===== src/rtl/mips_pkg.sv =====
// Shared definitions for the MIPS pipeline: reset PC, NOP encoding and fetch FSM states.
// Also holds the fetch address check used when PC_CHECK_EN is defined.
package mips_pkg;

    localparam logic [31:0] PC_RESET_DEFAULT = 32'h0000_3000;
    localparam logic [31:0] NOP              = 32'h0000_0000;

    typedef enum logic [1:0] {
        REQ  = 2'd0,
        WAIT = 2'd1,
        HOLD = 2'd2
    } fetch_state_t;

    // limit is one past the last legal byte address, kept 33 bits wide so it cannot wrap
    function automatic logic pc_fault(input logic [31:0] addr,
                                      input logic [31:0] base,
                                      input logic [32:0] limit);
        return (addr[1:0] != 2'b00) || (addr < base) || ({1'b0, addr} >= limit);
    endfunction

endpackage


===== src/rtl/fd_reg.sv =====
// F/D pipeline register: PC, instruction word and fetch-fault flag, loaded when en=1.
// Same shape is reused for the D/E register.
module fd_reg
    import mips_pkg::*;
#(
    parameter logic [31:0] PC_RESET = PC_RESET_DEFAULT
) (
    input  logic        clk,
    input  logic        reset,
    input  logic        en,
    input  logic [31:0] next_pc,
    input  logic [31:0] next_instr,
    input  logic        next_exc,
    output logic [31:0] pc,
    output logic [31:0] instr,
    output logic        exc
);

    always_ff @(posedge clk or posedge reset) begin
        if (reset) begin
            pc    <= PC_RESET;
            instr <= NOP;
            exc   <= 1'b0;
        end else if (en) begin
            pc    <= next_pc;
            instr <= next_instr;
            exc   <= next_exc;
        end
    end

endmodule


===== src/rtl/fetch_stage.sv =====
// Instruction-fetch stage: PC register, req/rvalid fetch FSM and the F/D register.
// Define PC_CHECK_EN to suppress fetches from illegal PCs and flag them into D.
//
// state | meaning
// REQ   | issue request for pc; any response seen here is stale and dropped
// WAIT  | request outstanding; a response advances F/D or parks in the buffer
// HOLD  | word parked in the buffer while stalled; advance when stall drops
module fetch_stage
    import mips_pkg::*;
#(
    parameter logic [31:0] PC_RESET = PC_RESET_DEFAULT,
    parameter logic [31:0] IM_BASE  = 32'h0000_3000,
    parameter int          IM_WORDS = 4096
) (
    input  logic        clk,
    input  logic        reset,
    input  logic        stall,
    input  logic [31:0] npc,
    output logic [31:0] f_pc,
    output logic        im_req,
    output logic [31:0] im_addr,
    input  logic        im_rvalid,
    input  logic [31:0] im_rdata,
    output logic        f_busy,
    output logic [31:0] d_pc,
    output logic [31:0] d_instr,
    output logic        d_exc
);

    localparam logic [32:0] IM_LIMIT = {1'b0, IM_BASE} + (33'(IM_WORDS) * 33'd4);

    fetch_state_t state;
    logic [31:0]  pc;
    logic [31:0]  buf_word;
    logic         buf_fault;
    logic [31:0]  word;
    logic         word_fault;
    logic         rsp_valid;
    logic [31:0]  adv_word;
    logic         adv_fault;
    logic         advance;
    logic         req_event;
    logic [31:0]  req_addr;
    logic         req_block;

    assign req_event = (state == REQ) || advance;
    assign req_addr  = (state == REQ) ? pc : npc;

`ifdef PC_CHECK_EN
    // A blocked fetch is answered internally on the next cycle with a faulting nop.
    logic fake_rsp;

    assign req_block  = pc_fault(req_addr, IM_BASE, IM_LIMIT);
    assign rsp_valid  = im_rvalid || fake_rsp;
    assign word       = fake_rsp ? NOP : im_rdata;
    assign word_fault = fake_rsp;

    always_ff @(posedge clk or posedge reset) begin
        if (reset) begin
            fake_rsp <= 1'b0;
        end else if (req_event) begin
            fake_rsp <= req_block;
        end else if ((state == WAIT) && rsp_valid) begin
            fake_rsp <= 1'b0;
        end
    end
`else
    wire unused_cfg = ^IM_LIMIT;

    assign req_block  = 1'b0;
    assign rsp_valid  = im_rvalid;
    assign word       = im_rdata;
    assign word_fault = 1'b0;
`endif

    always_comb begin
        advance   = 1'b0;
        adv_word  = word;
        adv_fault = word_fault;
        f_busy    = 1'b1;
        case (state)
            REQ: begin
                f_busy = 1'b1;
            end
            WAIT: begin
                f_busy  = !rsp_valid;
                advance = rsp_valid && !stall;
            end
            HOLD: begin
                f_busy    = 1'b0;
                advance   = !stall;
                adv_word  = buf_word;
                adv_fault = buf_fault;
            end
            default: begin
                f_busy = 1'b1;
            end
        endcase
    end

    assign im_req  = req_event && !req_block;
    assign im_addr = req_addr;
    assign f_pc    = pc;

    always_ff @(posedge clk or posedge reset) begin
        if (reset) begin
            state     <= REQ;
            pc        <= PC_RESET;
            buf_word  <= NOP;
            buf_fault <= 1'b0;
        end else begin
            if (advance) begin
                pc <= npc;
            end
            case (state)
                REQ: begin
                    state <= WAIT;
                end
                WAIT: begin
                    if (rsp_valid && stall) begin
                        buf_word  <= word;
                        buf_fault <= word_fault;
                        state     <= HOLD;
                    end
                end
                HOLD: begin
                    if (!stall) begin
                        state <= WAIT;
                    end
                end
                default: begin
                    state <= REQ;
                end
            endcase
        end
    end

    fd_reg #(
        .PC_RESET(PC_RESET)
    ) u_fd_reg (
        .clk        (clk),
        .reset      (reset),
        .en         (advance),
        .next_pc    (pc),
        .next_instr (adv_word),
        .next_exc   (adv_fault),
        .pc         (d_pc),
        .instr      (d_instr),
        .exc        (d_exc)
    );

endmodule

===== config.mk =====
export PLATFORM = sky130hd
export DESIGN_NAME = fetch_stage
export DESIGN_NICKNAME = d
export VERILOG_FILES = /design/src/rtl/mips_pkg.sv /design/src/rtl/fd_reg.sv /design/src/rtl/fetch_stage.sv
export SDC_FILE = /design/constraint.sdc
export NUM_CORES = 1
export LEC_CHECK = 0
export ABC_AREA = 1
export CELL_PAD_IN_SITES_DETAIL_PLACEMENT = 0
export CELL_PAD_IN_SITES_GLOBAL_PLACEMENT = 2
export CORE_MARGIN = 2
export CORE_UTILIZATION = 28
export CTS_BUF_LIST = sky130_fd_sc_hd__clkbuf_8
export DETAILED_ROUTE_END_ITERATION = 10
export GPL_TIMING_DRIVEN = 0
export PLACE_DENSITY_LB_ADDON = 0.1
export SLEW_MARGIN = 20
export SYNTH_ARGS = -nofsm -noshare
export SYNTH_HDL_FRONTEND = slang
export SYNTH_SLANG_ARGS = --single-unit
export TNS_END_PERCENT = 30

===== constraint.sdc =====
create_clock -name clk -period 9.75 [get_ports clk]
set_input_delay 1.95 -clock clk [delete_from_list [all_inputs] [get_ports clk]]
set_output_delay 1.95 -clock clk [all_outputs]
set_load 0.02 [all_outputs]

Yosys cells after proc, flatten, opt, wreduce, memory -nomap -nowiden
Index checks and enable logic that the tools add are counted.
{"block": "word_totals", "out_inout_bits": 131, "word_cells": 24, "inputBits": 68, "regBits": 130}
{"block": "classes", "n_reduce_logical": 8, "eq_ne": 4, "mux": 7}
{"operator": "$mux 32", "count": 2}
{"operator": "$pmux 2 s3", "count": 1}
{"operator": "$mux 2", "count": 2}
{"operator": "$ne 2x2->1 const B", "count": 2}
{"operator": "$pmux 1 s2", "count": 2}
{"operator": "$reduce_and 2->1", "count": 2}
{"operator": "$eq 2x1->1 const B", "count": 1}
{"operator": "$eq 2x2->1 const B", "count": 1}
{"operator": "$logic_and 1x1->1", "count": 2}
{"operator": "$logic_not 1->1", "count": 2}
{"operator": "$logic_not 2->1", "count": 1}
{"operator": "$logic_or 1x1->1", "count": 1}

Logic depth before layout (Yosys ltp)
{"block": "depth", "ltp_word": 4, "ltp_mapped": 10, "depth_no_buf": 7}

Cells and area by module
A second synthesis with hierarchy kept.
{"block": "unflattened", "hier_cells": 755, "area_unflattened_um2": 5948.2}
{"mod": "fetch_stage", "seq_area_each_um2": 1654.1, "cells_per_inst": 479, "area_each_um2": 3469.6, "n_inst": 1}
{"mod": "fd_reg", "seq_area_each_um2": 1629.1, "cells_per_inst": 276, "area_each_um2": 2478.6, "n_inst": 1}

Least setup slack after synthesis
OpenSTA, ideal clock, no wires.
{"block": "synth_path", "kind": "in2out", "from": "in im_rvalid", "to": "out im_req", "path_buffers": 2, "arrival_time_ns": 2.634, "cell_stages": 6, "t_required_ns": 7.800, "setup_slack_ns": 5.166, "cell_sequence": "nand2_1 nand2_4 nand2_4 buf_6 buf_4 nand2_1"}
{"block": "synth_via", "elab_chain_len": 3}
{"element": "start, declared", "line": "fetch_stage.sv:22", "rtl": "input logic im_rvalid,"}
{"element": "$logic_and 1x1->1", "line": "fetch_stage.sv:87", "rtl": "advance = rsp_valid && !stall;"}
{"element": "$pmux 1 s2", "line": "fetch_stage.sv:81", "rtl": "case (state)"}
{"element": "$logic_or 1x1->1", "line": "fetch_stage.sv:46", "rtl": "assign req_event = (state == REQ) || advance;"}
{"element": "end, declared", "line": "fetch_stage.sv:20", "rtl": "output logic im_req,"}
Every way passes these cells.

Final worst setup path
Same ends and word-level chain as after synthesis.

==> results.py <==
metrics = {
    "yosys": {
        "yosys.area.top_type": "dfrtp_1",
        "synth_area_mm2": 0.00599,
        "synth_area_leaders": "dfrtp_1 53%, nand2_1 31%, nand3_1 8.2%",
        "ys_types": 17,
        "seq_area_frac_synth_pct": 54.4,
        "synth_edf_count": 0,
        "ys_warn_count": 0,
        "synth-seq-cells": 130,
        "synth_most_common_cell": "nand2_1",
        "synth-async-reset-ratio_pct": 100,
        "synthCells": 789,
        "synth_commonest_cells": "493 x nand2_1, 126 x dfrtp_1, 98 x nand3_1",
        "avgSynthCellArea_um2": 7.59,
        "synth_flop_cell": "dfrtp_1",
        "synthDominantCellAreaShare_pct": 52.6,
        "synthesis.nets": 861,
    },
    "placed_design": {
        "hpwl_um": 14000,
        "port_buffers": 197,
        "pre_cts_slack_ns": 3.87,
        "gp_congestion": 0.722,
    },
    "floorplan": {
        "start_util_pct": 28.5,
        "core-area_mm2": 0.0210,
        "dieArea_mm2": 0.0226,
        "io_pins": 199,
        "rows": 53,
        "die_w_um": 150,
        "fp.dieH_um": 150,
    },
    "timing": {
        "tightest_slew_ns": 0.568,
        "period_share_pct": 60.1,
        "timing.final.ws_setup_ns": 3.89,
        "whs_ns": 0.471,
        "fin_crit_ns": 5.86,
        "setup_violations": 0,
        "finalHoldViolations": 0,
        "rsz0062_at_grt": "no",
        "finClkSkew_ns": 0.0103,
        "tns_ns": 0,
        "relSlewSlack_pct": 62.1,
        "drv_slew": 0,
        "fmax_mhz": 171,
    },
    "clock_network": {
        "worst_skew_pair.late_latency_ns": 0.44,
        "cts_max_level": 4,
        "cts_setup_buffers": 0,
        "cts.sinks": 130,
        "cts_buffers": 17,
        "cts_hold_buf": 0,
        "tritoncts": "built",
        "path_clk_slew_ns": 0.08,
        "cts-root-buf": "clkbuf_8",
        "cts_max_path_buffers": 2,
        "cts_resized": 0,
    },
    "hold_path": {
        "hp-class": "flop to flop",
    },
    "detailed_routing": {
        "drt_pass1_iterations": 4,
        "ant_nets": 0,
        "drc": 0,
        "avgViaCountPerCell": 4.35,
        "drt_iter0_drc": 257,
        "wl_per_cell_um": 15.2,
        "routed_wl_um": 19700,
        "vias": 5622,
    },
    "run_status": {
        "status": "complete, no violations",
    },
    "grt": {
        "grt_pass1_wl_um": 30900,
        "grt_pass1_vias": 5516,
        "overflow": 0,
        "track_usage_pct": 17.9,
        "antenna_found_initial": 0,
        "grt_max_degree": 71,
    },
    "critical_path": {
        "critical_path_arrival_ns": 3.91,
        "crit_type": "primary input to output pin",
        "worstSetupEndpointType": "output pin",
        "cp_max_fo": 10,
        "cp-start-kind": "primary input",
        "timing.critical_path.required_ns": 7.80,
    },
    "pwr": {
        "p_per_area_mw_per_mm2": 356,
        "vdd_drop_max_v": 0.000139,
        "power_switching_w": 0.00138,
        "combPwrFrac_pct": 54.6,
        "clock_power_share_pct": 13.6,
        "seq_power_share_pct": 31.8,
        "switching_share_pct": 44.5,
        "power_leakage_nw": 4.45,
        "internal_power_w": 0.00172,
    },
    "layout": {
        "area.growth.synth_to_final_pct": 45.0,
        "diodes": 0,
        "drive_gt1_share_pct": 6.78,
        "fillers": 2206,
        "nNetsFinal": 1078,
    },
    "run": {
        "cap_violations": 0,
    },
}
[sequential cells by signal, summed over array words and instances, names as in the netlist]
signal,count
state,2
u_fd_reg.instr,32
f_pc,32
u_fd_reg.pc,32
buf_word,32
[power by group through the flow]
stage	sequential, W	combinational [W]	clock, W
finish	0.000983	0.00169	0.000420
detailed placement	0.000992	0.00172	0
global route	0.00102	0.00186	0.000456
global placement	0.000992	0.00172	0
floorplan	0.00119	0.000684	0
CTS	0.000986	0.00172	0.000436
[path summary, 6_finish.rpt]
kind                                  from  slack [ns]                  to  depth (start not counted)
max                              im_rvalid        3.89              im_req                          8
min                        u_fd_reg.pc[12]        0.47     u_fd_reg.pc[12]                          2
max reg2reg                       state[0]        7.96      u_fd_reg.pc[0]                          7
min reg2reg                u_fd_reg.pc[12]        0.47     u_fd_reg.pc[12]                          2
max in group asynchronous            reset        7.08             f_pc[6]                          3
min in group asynchronous            reset        1.94  u_fd_reg.instr[23]                          2
[stage by stage]
stage	std cells	util, %	cell area, um^2	power [W]
after global placement	1261	39.5	8310	0.00271
after CTS	1293	41.3	8690	0.00314
final	1293	41.3	8690	0.00309
after floorplan	789	-	5990	0.00188
after global routing	1293	41.3	8690	0.00334
after detailed placement	1262	39.7	8340	0.00271
[cell families after synthesis]
group	count (synthesis)	synth area share (%)
other	1	0.0626
AND/OR/NAND/NOR	596	39.8
flip-flops	130	54.4
adder cells (fa/ha/maj)	4	0.835
buffers and inverters	58	4.95
[layout by cell type (no fill, tap or decap), drive strengths merged]
master / instances
dfrtp: 126
nand2: 495
clkbuf: 38
clkinvlp: 5
inv: 10
buf: 32
nor2: 3
ha: 4
clkdlybuf4s50: 197
bufinv: 1
dfstp: 4
clkinv: 4
nand3: 98
conb: 1
[per-layer routing]
metal / global-route usage [%] / vias to the layer above / routed length [um]
li1: - / 2870 / -
met2: 29.7 / 138 / 9420
met1: 23.6 / 2599 / 9140
met3: 3.91 / 15 / 944
met4: 4.76 / 0 / 189
met5: 0 / - / 0
[critical path, cell delays in order]
cell and delay (ns):
clkdlybuf4s50_1 0.51, nand2_1 0.12, nand2_4 0.16, nand2_4 0.13
buf_6 0.17, buf_4 0.18, nand2_1 0.07, clkdlybuf4s50_1 0.62
[layout make-up]
class,instances,area (um^2),area share (%)
clock inverters,13,98.8,1.14
inverters,7,36.3,0.418
multi-input cells,601,2440,28.0
well taps,275,344,3.96
clock buffers,18,248,2.85
plain buffers,51,268,3.08
repair buffers,198,2000,23.0
flip-flops and latches,130,3260,37.5
No activity file was read; power rests on OpenSTA's default activity.
